**config.mk**
```make
export PLATFORM = sky130hd
export DESIGN_NAME = router_xy_port
export DESIGN_NICKNAME = d
export VERILOG_FILES = /design/src/rtl/router_xy_port.sv
export SDC_FILE = /design/constraint.sdc
export NUM_CORES = 1
export LEC_CHECK = 0
export ABC_AREA = 1
export CAP_MARGIN = 20
export CORE_ASPECT_RATIO = 0.6
export CORE_MARGIN = 10
export CORE_UTILIZATION = 55
export CTS_CLUSTER_SIZE = 20
export DETAILED_ROUTE_END_ITERATION = 16
export PLACE_DENSITY = 0.86
export SLEW_MARGIN = 20
export SYNTH_ARGS = -nofsm -noshare
export SYNTH_HDL_FRONTEND = slang
export SYNTH_SLANG_ARGS = --single-unit
```
**constraint.sdc**
```tcl
create_clock -name clk -period 5.7 [get_ports clk]
set_input_delay 0.57 -clock clk [delete_from_list [all_inputs] [get_ports clk]]
set_output_delay 0.57 -clock clk [all_outputs]
set_load 0.01 [all_outputs]
```
**src/rtl/router_xy_port.sv**
```systemverilog
// ---------------------------------------------------------------------------
// router_xy_port
//   Input port of a 2D-mesh NoC router. Incoming AXI-stream beats are
//   buffered in a small FIFO. The header beat of each packet is routed
//   dimension-ordered (X first, then Y) relative to this router's
//   coordinates, and the whole packet is forwarded through a one-entry
//   output register to one of five directions. Packets whose destination
//   lies outside the mesh are consumed and discarded, and drop pulses once.
//
//   tdata layout, MSB->LSB: {src_x, src_y, dst_x, dst_y, mtype, data}
//
// Ports
//   clk, rst                 clock, synchronous active-high reset
//   cfg_x, cfg_y             this router's coordinates (static after reset)
//   s_tvalid/s_tready/s_tdata/s_tlast   input stream
//   m_tvalid[4:0]            per-direction valid: [0]E [1]W [2]N [3]S [4]LOCAL
//   m_tready[4:0]            per-direction ready
//   m_tdata, m_tlast         output beat shared by all directions
//   drop                     pulse in the cycle a bad header is popped
//
// Optional feature (macro ROUTER_PORT_STATS_EN)
//   stat_pkt_cnt[5*CNT_W]    per-direction forwarded-packet counters (wrap)
//   stat_drop_cnt[CNT_W]     dropped-packet counter (wraps)
// ---------------------------------------------------------------------------
module router_xy_port #(
   parameter int BUS_W   = 64,
   parameter int COORD_W = 4,
   parameter int MTYPE_W = 8,
   parameter int DEPTH   = 4,
   parameter int MESH_X  = 16,
   parameter int MESH_Y  = 16,
   parameter int CNT_W   = 16
) (
   input  logic               clk,
   input  logic               rst,
   input  logic [COORD_W-1:0] cfg_x,
   input  logic [COORD_W-1:0] cfg_y,
   input  logic               s_tvalid,
   output logic               s_tready,
   input  logic [BUS_W-1:0]   s_tdata,
   input  logic               s_tlast,
   output logic [4:0]         m_tvalid,
   input  logic [4:0]         m_tready,
   output logic [BUS_W-1:0]   m_tdata,
   output logic               m_tlast,
   output logic               drop
`ifdef ROUTER_PORT_STATS_EN
   ,
   output logic [5*CNT_W-1:0] stat_pkt_cnt,
   output logic [CNT_W-1:0]   stat_drop_cnt
`endif
);

   localparam int DATA_W = BUS_W - 4*COORD_W - MTYPE_W;
   localparam int DY_LSB = DATA_W + MTYPE_W;
   localparam int DX_LSB = DY_LSB + COORD_W;
   localparam int PTR_W  = $clog2(DEPTH);

   localparam logic [PTR_W:0]   FULL_CNT = (PTR_W+1)'(DEPTH);
   // One extra bit so MESH_X = 2**COORD_W is representable.
   localparam logic [COORD_W:0] MESH_X_L = (COORD_W+1)'(MESH_X);
   localparam logic [COORD_W:0] MESH_Y_L = (COORD_W+1)'(MESH_Y);

   localparam logic [2:0] P_E = 3'd0;
   localparam logic [2:0] P_W = 3'd1;
   localparam logic [2:0] P_N = 3'd2;
   localparam logic [2:0] P_S = 3'd3;
   localparam logic [2:0] P_L = 3'd4;

   typedef enum logic [1:0] {ST_HEAD, ST_BODY, ST_DROP} state_t;

   // ---------------- input FIFO ----------------
   logic [BUS_W:0]   fifo_mem [DEPTH];   // {last, data}
   logic [PTR_W-1:0] wr_ptr_reg;
   logic [PTR_W-1:0] rd_ptr_reg;
   logic [PTR_W:0]   count_reg;
   logic             full;
   logic             empty;
   logic             push;
   logic             pop;

   assign full     = (count_reg == FULL_CNT);
   assign empty    = (count_reg == '0);
   assign s_tready = ~full & ~rst;
   assign push     = s_tvalid & s_tready;

   always_ff @(posedge clk) begin
      if (push) begin
         fifo_mem[wr_ptr_reg] <= {s_tlast, s_tdata};
      end
   end

   always_ff @(posedge clk) begin
      if (rst) begin
         wr_ptr_reg <= '0;
         rd_ptr_reg <= '0;
         count_reg  <= '0;
      end else begin
         if (push) wr_ptr_reg <= wr_ptr_reg + 1'b1;
         if (pop)  rd_ptr_reg <= rd_ptr_reg + 1'b1;
         if (push && !pop)      count_reg <= count_reg + 1'b1;
         else if (pop && !push) count_reg <= count_reg - 1'b1;
      end
   end

   // ---------------- FIFO head decode ----------------
   logic [BUS_W:0]     head;
   logic [BUS_W-1:0]   head_data;
   logic               head_last;
   logic [COORD_W-1:0] dst_x;
   logic [COORD_W-1:0] dst_y;
   logic               bad_dst;
   logic [2:0]         route_port;

   assign head      = fifo_mem[rd_ptr_reg];
   assign head_data = head[BUS_W-1:0];
   assign head_last = head[BUS_W];
   assign dst_x     = head_data[DX_LSB +: COORD_W];
   assign dst_y     = head_data[DY_LSB +: COORD_W];
   assign bad_dst   = ({1'b0, dst_x} >= MESH_X_L) || ({1'b0, dst_y} >= MESH_Y_L);

   // X is resolved completely before Y is considered.
   always_comb begin
      route_port = P_L;
      if (dst_x > cfg_x)      route_port = P_E;
      else if (dst_x < cfg_x) route_port = P_W;
      else if (dst_y > cfg_y) route_port = P_N;
      else if (dst_y < cfg_y) route_port = P_S;
   end

   // ---------------- output register ----------------
   logic             out_valid_reg;
   logic [BUS_W-1:0] out_data_reg;
   logic             out_last_reg;
   logic [2:0]       out_port_reg;
   logic             drain;
   logic             out_free;

   assign drain    = out_valid_reg & m_tready[out_port_reg];
   assign out_free = ~out_valid_reg | drain;

   // ---------------- packet FSM ----------------
   state_t     state_reg;
   state_t     state_next;
   logic [2:0] port_reg;
   logic [2:0] port_next;
   logic       load;
   logic       drop_hdr;

   always_ff @(posedge clk) begin
      if (rst) begin
         state_reg <= ST_HEAD;
         port_reg  <= P_L;
      end else begin
         state_reg <= state_next;
         port_reg  <= port_next;
      end
   end

   // Dropped beats bypass the output register, so they pop regardless of it.
   always_comb begin
      state_next = state_reg;
      port_next  = port_reg;
      pop        = 1'b0;
      load       = 1'b0;
      drop_hdr   = 1'b0;
      if (!rst && !empty) begin
         case (state_reg)
            ST_HEAD: begin
               if (bad_dst) begin
                  pop      = 1'b1;
                  drop_hdr = 1'b1;
                  if (!head_last) state_next = ST_DROP;
               end else if (out_free) begin
                  pop       = 1'b1;
                  load      = 1'b1;
                  port_next = route_port;
                  if (!head_last) state_next = ST_BODY;
               end
            end
            ST_BODY: begin
               if (out_free) begin
                  pop  = 1'b1;
                  load = 1'b1;
                  if (head_last) state_next = ST_HEAD;
               end
            end
            ST_DROP: begin
               pop = 1'b1;
               if (head_last) state_next = ST_HEAD;
            end
            default: state_next = ST_HEAD;
         endcase
      end
   end

   assign drop = drop_hdr;

   // The header's port is taken straight from the route so it does not wait
   // for port_reg to update; body beats reuse the latched port.
   always_ff @(posedge clk) begin
      if (rst) begin
         out_valid_reg <= 1'b0;
         out_data_reg  <= '0;
         out_last_reg  <= 1'b0;
         out_port_reg  <= P_L;
      end else if (load) begin
         out_valid_reg <= 1'b1;
         out_data_reg  <= head_data;
         out_last_reg  <= head_last;
         out_port_reg  <= (state_reg == ST_HEAD) ? route_port : port_reg;
      end else if (drain) begin
         out_valid_reg <= 1'b0;
      end
   end

   assign m_tdata = out_data_reg;
   assign m_tlast = out_last_reg;

   for (genvar gi = 0; gi < 5; gi++) begin : g_valid
      assign m_tvalid[gi] = out_valid_reg && (out_port_reg == 3'(gi));
   end

`ifdef ROUTER_PORT_STATS_EN
   // ---------------- statistics ----------------
   for (genvar gi = 0; gi < 5; gi++) begin : g_stat
      logic [CNT_W-1:0] cnt_reg;
      always_ff @(posedge clk) begin
         if (rst) begin
            cnt_reg <= '0;
         end else if (drain && out_last_reg && (out_port_reg == 3'(gi))) begin
            cnt_reg <= cnt_reg + 1'b1;
         end
      end
      assign stat_pkt_cnt[gi*CNT_W +: CNT_W] = cnt_reg;
   end

   logic [CNT_W-1:0] drop_cnt_reg;
   always_ff @(posedge clk) begin
      if (rst) begin
         drop_cnt_reg <= '0;
      end else if (drop_hdr) begin
         drop_cnt_reg <= drop_cnt_reg + 1'b1;
      end
   end
   assign stat_drop_cnt = drop_cnt_reg;
`endif

endmodule

```
==> results of run 1 <==
synth_stat cells:
master / number
buf_6: 7
buf_1: 2
edfxtp_1: 260
o21ai_0: 187
inv_1: 33
a21boi_0: 1
nand2_4: 2
a21oi_2: 2
clkbuf_2: 1
nand2_2: 2
o21ai_1: 2
buf_4: 4
nor2_1: 252
xor2_1: 1
a32oi_1: 1
a21oi_1: 23
inv_2: 2
buf_2: 15
nor3_1: 4
ha_1: 13
nand4_1: 2
fa_1: 1
clkbuf_1: 38
nor4_1: 1
a32o_1: 1
o22ai_1: 63
nand3_1: 8
dfxtp_1: 82
a31oi_1: 2
conb_1: 1
nand2_1: 69
metrics by stage:
step                hold slack, ns  setup WS (ns)  utilization [%]  cell area (µm²)  std cells
finish                      0.4631          2.528            67.78            15680       1552
CTS                         0.4625          2.451            67.74            15670       1549
detailed placement          0.4521          1.886            63.49            14690       1493
global route                0.4795          2.242            67.76            15680       1550
floorplan                   0.4410          1.211                -            12940       1082
global placement            0.4523          2.008            63.49            14690       1493
kinds of logic after synthesis:
family / count (synthesis)
compound gates: 282
xor+xnor: 1
fa+ha+maj: 14
buf+inv: 102
flops: 342
other cells: 1
simple gates: 340
worst paths after layout:
kind	cells past startpoint	slack, ns	to	startpoint
worst min register to register	2	0.46	port_reg[0]$_SDFFE_PP0P_	port_reg[0]$_SDFFE_PP0P_
worst max-delay path	11	2.53	out_port_reg[1]$_SDFFE_PP0P_	flop
worst min-delay path	2	0.46	port_reg[0]$_SDFFE_PP0P_	port_reg[0]$_SDFFE_PP0P_
worst max register to register	11	2.53	out_port_reg[1]$_SDFFE_PP0P_	flop
per-layer routing:
layer  track usage [%]  up-vias  part of all wire, %
met5                 0        -                0.043
met4             4.367        2                  2.0
met3             4.662       58                  9.2
met2             28.98      409                   44
met1             27.28     4225                   45
li1                  -     4104                    -
cell type report:
class	count	area share (%)
antenna	3	0.04788
tap	315	2.514
clock inverter	16	0.8379
inverter	35	0.8618
multi-input combinational	638	19.49
clock buffer	40	5.426
sequential	342	60.29
timing repair buffer	163	10.53
where the power goes:
part	internal (mW)	switching, mW	total (mW)
Combinational	0.724	1.09	1.81
Clock	1.14	0.869	2.01
Sequential	2.98	0.199	3.18
Total	4.84	2.15	6.99
tightest hold or removal path: cells and delay by family, from the launching register on:
kind	cells	cell delay, ns
compound gates	1	0.05
flops	1	0.31
simple gates	1	0.06
==> results.md, run 1 <==
- Status: finished, final reports clean
- CTS Hold Bufs: 0
- Synth Area in Simple Gates: between 10% and 20%
- Max FFs per register: between 200 and 300
- Achievable frequency: about 320 MHz
- PostCTS Resize Cnt: 0
- Vias in the first global route: 8492
- Clk sinks: roughly 340
- Via count: just under 9k
- Layout area overhead: 21.13%
- Largest area contributor in the netlist: edfxtp_1
- Yosys cell types: 31
- CP peak stage delay: 0.92 ns
- Critical Path RT: slightly above 6 ns
- Power per cell area: between 400 and 500 nW/µm²
- Worst path bufs/invs: 1
- Slew Viols, Final: 0
- XOR/XNOR Fraction of Synth Area: less than 1%
- Cell family with most CP delay: flip-flops
- Most frequent cells in the layout: edfxtp_1 (260), nor2_1 (248), o21ai_0 (187)
- Top post-synthesis cells by area: edfxtp_1 (60%), dfxtp_1 (13%), nor2_1 (7.3%)
- Layout cells sized above 1: between 6 and 7%
- Mux cell area share after synthesis: 0%
- Initial Util: a little under three fifths
- Largest family of logic cells by synthesized area: compound AO/OA/AOI/OAI gates
- Cells along the critical path: buf_4 > nand2_1 > a32o_1 > ha_1 > nand2_1 > nor2_1 > a21boi_0 > nand3_1 > nand2_1 > nand2_1 > a21oi_1
- Chip Width: roughly 220 µm
- Syn Nets: approximately 1.2k
- DR pass1 iterations: 6
- Drt drc: 0
- Setup repair bufs after CTS: 0
- Syn Inst Count: between 1k and 1.5k
- Largest net degree at the start of global routing: between 80 and 90
- DIE AREA: between 30000 and 40000 µm²
- DRT iter0 DRCs: approximately 1.0k
- Core box area: between 20000 and 25000 µm²
- Critical path type: flop to flop
- Leak: about 5.4 nW
- Crit path arrival time: approximately 3.6 ns
- I/O pin total: 153
- Post-Synth Adder-Cell Area: 1.411%
- Setup Skew: around 0.0097 ns
- DP HPWL: 18140 µm
- Sequential share of the synthesized area: between 70 and 80%
- Slew margin rel.: between 30 and 40%
- Storage element area: about 9500 µm²
- RSZ-0062 raised after global routing: no
- Global-route wire length before repair: between 40000 and 50000 µm
- Critical Path End Type: flop
- Critical path launch point type: flop
- Seq cells post-synth: between 300 and 400
- Insertion delay to the later sink of the worst-skew pair: about 0.55 ns
- Initial antenna violation count: 3
- Cell mode on critical path: nand2_1
- Die Y: approximately 140 µm
- Pwr Total: ~7 mW
- Maximum vdd drop: between 0.2 and 0.3 mV
- Final min period: approximately 3.2 ns
- Vias per inst: about 5.7
- GPL Wtd Cong: between 0.8 and 0.9
- I/O Buffers: ~150
- Gr usage total: roughly a fifth
- Final setup fails: 0
- Min-delay worst type: flop to flop
- Max capacitance violation total: 0
- Fill count: 1612
- Yosys warnings: 0
- Highest-delay cell along the critical path: dfxtp_4
- Fin crit share: between 50% and 60%
- Compound-Gate Fraction of Synth Area: a little under an eighth
- Multi-input combinational cell area: 3055 µm²
- Share of the synthesized area in the top cell type: about three fifths
- Num rows: 43
- Max clock buf depth: 3
- H-Tree Depth: 1
- Commonest non-fill, non-tap cell in the layout: edfxtp_1
- Cell Area, Synth: 12940 µm²
- Clock-pin slew on the worst setup and hold paths: about 0.070 ns
- GRT overflow: 0
- Num CTS Buffers: 30
- CTS tree: built
- Final hold vios: 0
- Final net count: 1305
- Largest Register: fifo_mem
- Final ANT Viol Nets: 0
- Syn avg cell area: around 12 µm²
- Root buf cell: clkbuf_16
- Final WL: 30320 µm
- Setup tns final: 0 ns
- Worst slew pin tran: 0.9203 ns
- Worst Path Max Fanout: a little over 80
- Avg WL per Cell: between 15 and 20 µm
No activity file was read; power rests on OpenSTA's default activity.
==> run 2: changes to the inputs <==
==> constraint.sdc (replaced) <==
create_clock -name clk -period 3.25 [get_ports clk]
set_input_delay 0.325 -clock clk [delete_from_list [all_inputs] [get_ports clk]]
set_output_delay 0.325 -clock clk [all_outputs]
set_load 0.01 [all_outputs]
==> results.md, run 2 (synthesis results as in run 1) <==
- Status: finished, final reports clean
- Worst hold slack: 0.3958 ns (-0.06731 ns)
- Die Y: 138.8 µm (unchanged)
- Clock-pin slew on the worst setup and hold paths: 0.07 ns (about the same)
- Hold Path Origin: s_tdata[34]
- Achievable frequency: 363.7 MHz (+15%)
- Initial antenna violation count: 3 (unchanged)
- Comb power frac: 26.1% (+0.2 points)
- Leak: 5.469 nW (+0.89%)
- Clk sinks: 342 (unchanged)
- Largest Register: fifo_mem
- Hold Crit Depth: 1 (-1)
- Setup Skew: 0.01866 ns (+0.008928 ns)
- I/O pin total: 153 (unchanged)
- Final ANT Viol Nets: 0 (unchanged)
- Maximum vdd drop: 0.5462 mV (+97%)
- Fin crit share: 84.59% (+29 points)
- Worst Path Max Fanout: 62 (-25%)
- Chip Width: 218.1 µm (unchanged)
- Root buf cell: clkbuf_16
- R2R Setup Slk: 0.50 ns (-2.03 ns)
- Final min period: 2.749 ns (-0.4226 ns)
- Layout area overhead: 21.62%
- Setup repair bufs after CTS: 0 (unchanged)
- Reg power frac: 44.9% (-0.5 points)
- Clk pwr share: 29.0% (+0.3 points)
- GRT overflow: 0 (unchanged)
- CTS tree: built
- DRT iter0 DRCs: 814 (-22%)
- DIE AREA: 30270 µm² (unchanged)
- DR pass1 iterations: 5 (-1)
- Critical Path End Type: flop
- Critical path type: flop to flop
- Fill count: 1596 (-0.99%)
- Switching power total: 3.789 mW (+76%)
- Global-route wire length before repair: 46510 µm (-0.63%)
- Final WL: 30330 µm (about the same)
- Final setup fails: 0 (unchanged)
- GPL Wtd Cong: 0.8191 (+1.9%)
- Avg WL per Cell: 19.40 µm (-0.66%)
- Power per cell area: 785.3 nW/µm² (+76%)
- DP HPWL: 18540 µm (+2.2%)
- Via count: 8798 (unchanged)
- Vias in the first global route: 8596 (+1.2%)
- H-Tree Depth: 1 (unchanged)
- Final net count: 1315 (+0.77%)
- Max capacitance violation total: 0 (unchanged)
- Critical Path RT: 3.75 ns (-2.42 ns)
- Num rows: 43 (unchanged)
- Min-delay worst type: primary input to flop
- Core Util, Final: 68.05% (+0.28 points)
- PostCTS Resize Cnt: 0 (unchanged)
- Initial Util: 55.95% (unchanged)
- Most frequent cells in the layout: edfxtp_1 (260), nor2_1 (248), o21ai_0 (187)
- Placed Area: 14740 µm² (+0.34%)
- Slew margin rel.: 55.66% (+17 points)
- Insertion delay to the later sink of the worst-skew pair: 0.56 ns (about the same)
- Drt drc: 0 (unchanged)
- Max clock buf depth: 3 (unchanged)
- Post-Layout Inst Area: 15740 µm² (+0.41%)
- RSZ-0062 raised after global routing: no
- I/O Buffers: 151 (unchanged)
- Worst slew pin tran: 0.6642 ns (-0.2561 ns)
- Critical path launch point type: flop
- Largest net degree at the start of global routing: 63 (-28%)
- Sw frac: 30.65% (-0.16 points)
- Commonest non-fill, non-tap cell in the layout: edfxtp_1
- Layout cells sized above 1: 6.833% (+0.67 points)
- Internal power: 8.575 mW (+77%)
- Gr usage total: 19.13% (about the same)
- Final hold vios: 0 (unchanged)
- Slew Viols, Final: 0 (unchanged)
- Vias per inst: 5.629 (-0.70%)
- Crit path arrival time: 3.25 ns (-0.39 ns)
- Hold endpoint: fifo_mem[0][34]$_DFFE_PP_
- CTS Hold Bufs: 0 (unchanged)
- Core box area: 23130 µm² (unchanged)
- Num CTS Buffers: 30 (unchanged)
- FF-to-FF End: out_port_reg[1]$_SDFFE_PP0P_
- Max FFs per register: 260 (unchanged)
- Reg2Reg Depth: 11 (unchanged)
-- run 2: cell count changes in the layout (fill, tap and decap cells not counted), sizes merged --
cell,change
bufinv,+1
buf,+10
inv,+1
diode,+1
clkinv,-2
-- run 2: worst max-delay path by stage --
stage / startpoint / slack, ns / to
final: flop / 0.50 / out_port_reg[1]$_SDFFE_PP0P_
after global routing: flop / 0.28 / port_reg[1]$_SDFFE_PP0P_
after CTS: flop / 0.59 / out_port_reg[1]$_SDFFE_PP0P_
after detailed placement: rst / 0.60 / count_reg[1]$_SDFFE_PP0P_
after global placement: flop / 0.74 / out_port_reg[1]$_SDFFE_PP0P_
after floorplan: rst / -0.99 / fifo_mem[0][0]$_DFFE_PP_
-- run 2: stage by stage --
| step | cells | setup TNS, ns | power (mW) | worst slack (ns) |
|---|---|---|---|---|
| after floorplan | 1082 | -258.40 | 7.517 | -0.9938 |
| after global placement | 1503 | 0 | 8.710 | 0.7387 |
| after detailed placement | 1503 | 0 | 8.834 | 0.6044 |
| after CTS | 1559 | 0 | 12.41 | 0.5923 |
| after global routing | 1561 | 0 | 12.94 | 0.2842 |
| final | 1563 | 0 | 12.36 | 0.5007 |
-- run 2: final cells by class --
| type | count | area, µm² | share of cell area [%] |
|---|---|---|---|
| diodes | 4 | 10.01 | 0.06358 |
| clock buffers | 40 | 839.6 | 5.333 |
| clock inverters | 16 | 155.1 | 0.9855 |
| inverters | 35 | 133.9 | 0.8504 |
| multi-input cells | 638 | 3055 | 19.41 |
| flip-flops and latches | 342 | 9454 | 60.05 |
| well taps | 315 | 394.1 | 2.503 |
| repair buffers | 173 | 1702 | 10.81 |
-- run 2: routing by layer --
| layer | up-vias | global-route usage [%] | wire, µm |
|---|---|---|---|
| met5 | - | 0 | 0 |
| met4 | 0 | 5.204 | 614 |
| met3 | 51 | 5.359 | 2998 |
| met2 | 399 | 29.06 | 13540 |
| met1 | 4231 | 26.45 | 13180 |
| li1 | 4117 | - | - |
-- run 2: power groups by stage --
stage	clock network (mW)	logic, mW	registers, mW
floorplan	0	1.85	5.67
global placement	0	3.10	5.61
detailed placement	0	3.20	5.64
CTS	3.63	3.23	5.55
global route	3.78	3.56	5.61
finish	3.58	3.23	5.55
-- run 2: worst max-delay path, stage by stage (launching register included) --
cell      delay (ns)
dfxtp_4         0.71
inv_4           0.37
o21ai_0         0.29
o22ai_1         0.15
ha_1            0.32
nand2_1         0.07
nor2_1          0.18
a21boi_0        0.22
nand3_1         0.09
nand2_1         0.07
nand2_1         0.05
a21oi_1         0.14
==> run 3: changes to the inputs <==
==> constraint.sdc (replaced) <==
create_clock -name clk -period 2.85 [get_ports clk]
set_input_delay 0.285 -clock clk [delete_from_list [all_inputs] [get_ports clk]]
set_output_delay 0.285 -clock clk [all_outputs]
set_load 0.01 [all_outputs]
==> results.md, run 3 (synthesis results as in run 1) <==
- Status: finished, final reports clean
- CTS tree: built
- Root buf cell: clkbuf_16
- Insertion delay to the later sink of the worst-skew pair: 0.55 ns (about the same)
- CTS Hold Bufs: 0 (unchanged)
- Gr usage total: 20.05% (+0.93 points)
- Clock-pin slew on the worst setup and hold paths: 0.06 ns (about the same)
- Max clock buf depth: 3 (unchanged)
- Most frequent cells in the layout: edfxtp_1 (260), nor2_1 (248), o21ai_0 (187)
- Crit path arrival time: 2.93 ns (-0.32 ns)
- H-Tree Depth: 1 (unchanged)
- Setup Skew: 0.02240 ns (+0.003748 ns)
- Pwr Total: 13.90 mW (+12%)
- Slew Viols, Final: 0 (unchanged)
- Global-route wire length before repair: 48780 µm (+4.9%)
- Storage element area: 9454 µm² (unchanged)
- Critical path launch point type: flop
- Leak: 5.458 nW (-0.20%)
- Largest Register: fifo_mem
- Avg WL per Cell: 19.94 µm (+2.8%)
- Final setup fails: 0 (unchanged)
- Fill count: 1634 (+2.4%)
- Worst slew pin tran: 0.5693 ns (-0.09488 ns)
- Vias per inst: 5.694 (+1.1%)
- Commonest non-fill, non-tap cell in the layout: edfxtp_1
- Maximum vdd drop: 0.4998 mV (-8.5%)
- Min-delay worst type: primary input to flop
- Initial Util: 55.95% (unchanged)
- Die Y: 138.8 µm (unchanged)
- PostCTS Resize Cnt: 0 (unchanged)
- Critical Path End Type: flop
- GPL Wtd Cong: 0.8191 (unchanged)
- Final min period: 2.451 ns (-0.2984 ns)
- Placed Area: 14800 µm² (+0.44%)
- Num rows: 43 (unchanged)
- Final net count: 1317 (+0.15%)
- DIE AREA: 30270 µm² (unchanged)
- Drt drc: 0 (unchanged)
- Final ANT Viol Nets: 0 (unchanged)
- Clk sinks: 342 (unchanged)
- Setup WS post-layout: 0.3991 ns (-0.1016 ns)
- Num CTS Buffers: 30 (unchanged)
- Slew margin rel.: 61.99% (+6.3 points)
- R2R Setup Slk: 0.40 ns (-0.10 ns)
- Critical path type: flop to flop
- Final hold vios: 0 (unchanged)
- Worst Path Max Fanout: 23 (-63%)
- Post-Layout Inst Area: 15740 µm² (about the same)
- DP HPWL: 18800 µm (+1.4%)
- Power per cell area: 883.3 nW/µm² (+12%)
- Fin crit share: 86.00% (+1.4 points)
- Chip Width: 218.1 µm (unchanged)
- Core box area: 23130 µm² (unchanged)
- I/O Buffers: 151 (unchanged)
- Final WL: 31170 µm (+2.8%)
- Via count: 8899 (+1.1%)
- Placed insts: 1505 (+0.13%)
- Initial antenna violation count: 4 (+1)
- RSZ-0062 raised after global routing: no
- Pre-CTS WS: 0.2817 ns (-0.3227 ns)
- GRT overflow: 0 (unchanged)
- DR pass1 iterations: 5 (unchanged)
- Layout area overhead: 21.55% (about the same)
- Max FFs per register: 260 (unchanged)
- Vias in the first global route: 8759 (+1.9%)
- Largest net degree at the start of global routing: 55 (-13%)
- Critical Path RT: 3.33 ns (-0.42 ns)
- Layout Cells excl Fill: 1563 (unchanged)
- Multi-input combinational cell area: 3055 µm² (unchanged)
- Max capacitance violation total: 0 (unchanged)
- Hold Path Origin: s_tdata[33]
- Achievable frequency: 408.0 MHz (+12%)
- I/O pin total: 153 (unchanged)
- Core Util, Final: 68.02% (about the same)
- DRT iter0 DRCs: 937 (+15%)
- Layout cells sized above 1: 6.822% (-0.011 points)
- Setup repair bufs after CTS: 0 (unchanged)
## run 3: cell types whose count changed in the layout (fill, tap and decap cells not counted)
cell and change:
buf_4 -2, clkbuf_8 +1, bufinv_16 -3, diode_2 -2
buf_12 +4, clkbuf_1 +4, clkinv_1 -2
## run 3: critical path, cell delays in order, from the launching register on
cell      delay, ns
dfxtp_2        0.57
inv_2          0.28
a32o_1         0.40
ha_1           0.30
nand2_1        0.07
nor2_1         0.17
a21boi_0       0.24
nand3_1        0.10
nand2_1        0.07
nand2_1        0.04
a21oi_1        0.13
## run 3: final timing paths
check / end / cells past startpoint
max reg2reg: out_port_reg[1]$_SDFFE_PP0P_ / 10
min reg2reg: port_reg[0]$_SDFFE_PP0P_ / 2
min: fifo_mem[2][33]$_DFFE_PP_ / 1
max: out_port_reg[1]$_SDFFE_PP0P_ / 10
## run 3: routing by layer
layer	vias up	global-route usage, %	part of all wire, %
li1	4113	-	-
met5	-	0	0.087
met1	4328	28.01	43
met3	39	4.967	10
met2	415	31.28	45
met4	4	3.967	1.1
## run 3: cell type report
cell class | count | share of cell area (%)
diodes | 2 | 0.03181
flip-flops and latches | 342 | 60.08
multi-input cells | 638 | 19.42
clock inverters | 11 | 0.3658
inverters | 35 | 0.8508
well taps | 315 | 2.505
repair buffers | 175 | 11.23
clock buffers | 45 | 5.518
## run 3: per-stage QoR
step           hold slack, ns  TNS, ns
6_report               0.3639        0
5_1_grt                0.3574        0
3_3_place_gp           0.4564        0
4_1_cts                0.3510        0
2_1_floorplan          0.3839   -80.83
3_5_place_dp           0.4615        0
## run 3: power breakdown
| group | switching, mW | internal [mW] | total, mW | leakage, nW |
|---|---|---|---|---|
| logic | 2.22 | 1.49 | 3.71 | 1.97 |
| registers | 0.392 | 5.96 | 6.35 | 3.04 |
| clock network | 1.74 | 2.10 | 3.85 | 0.453 |
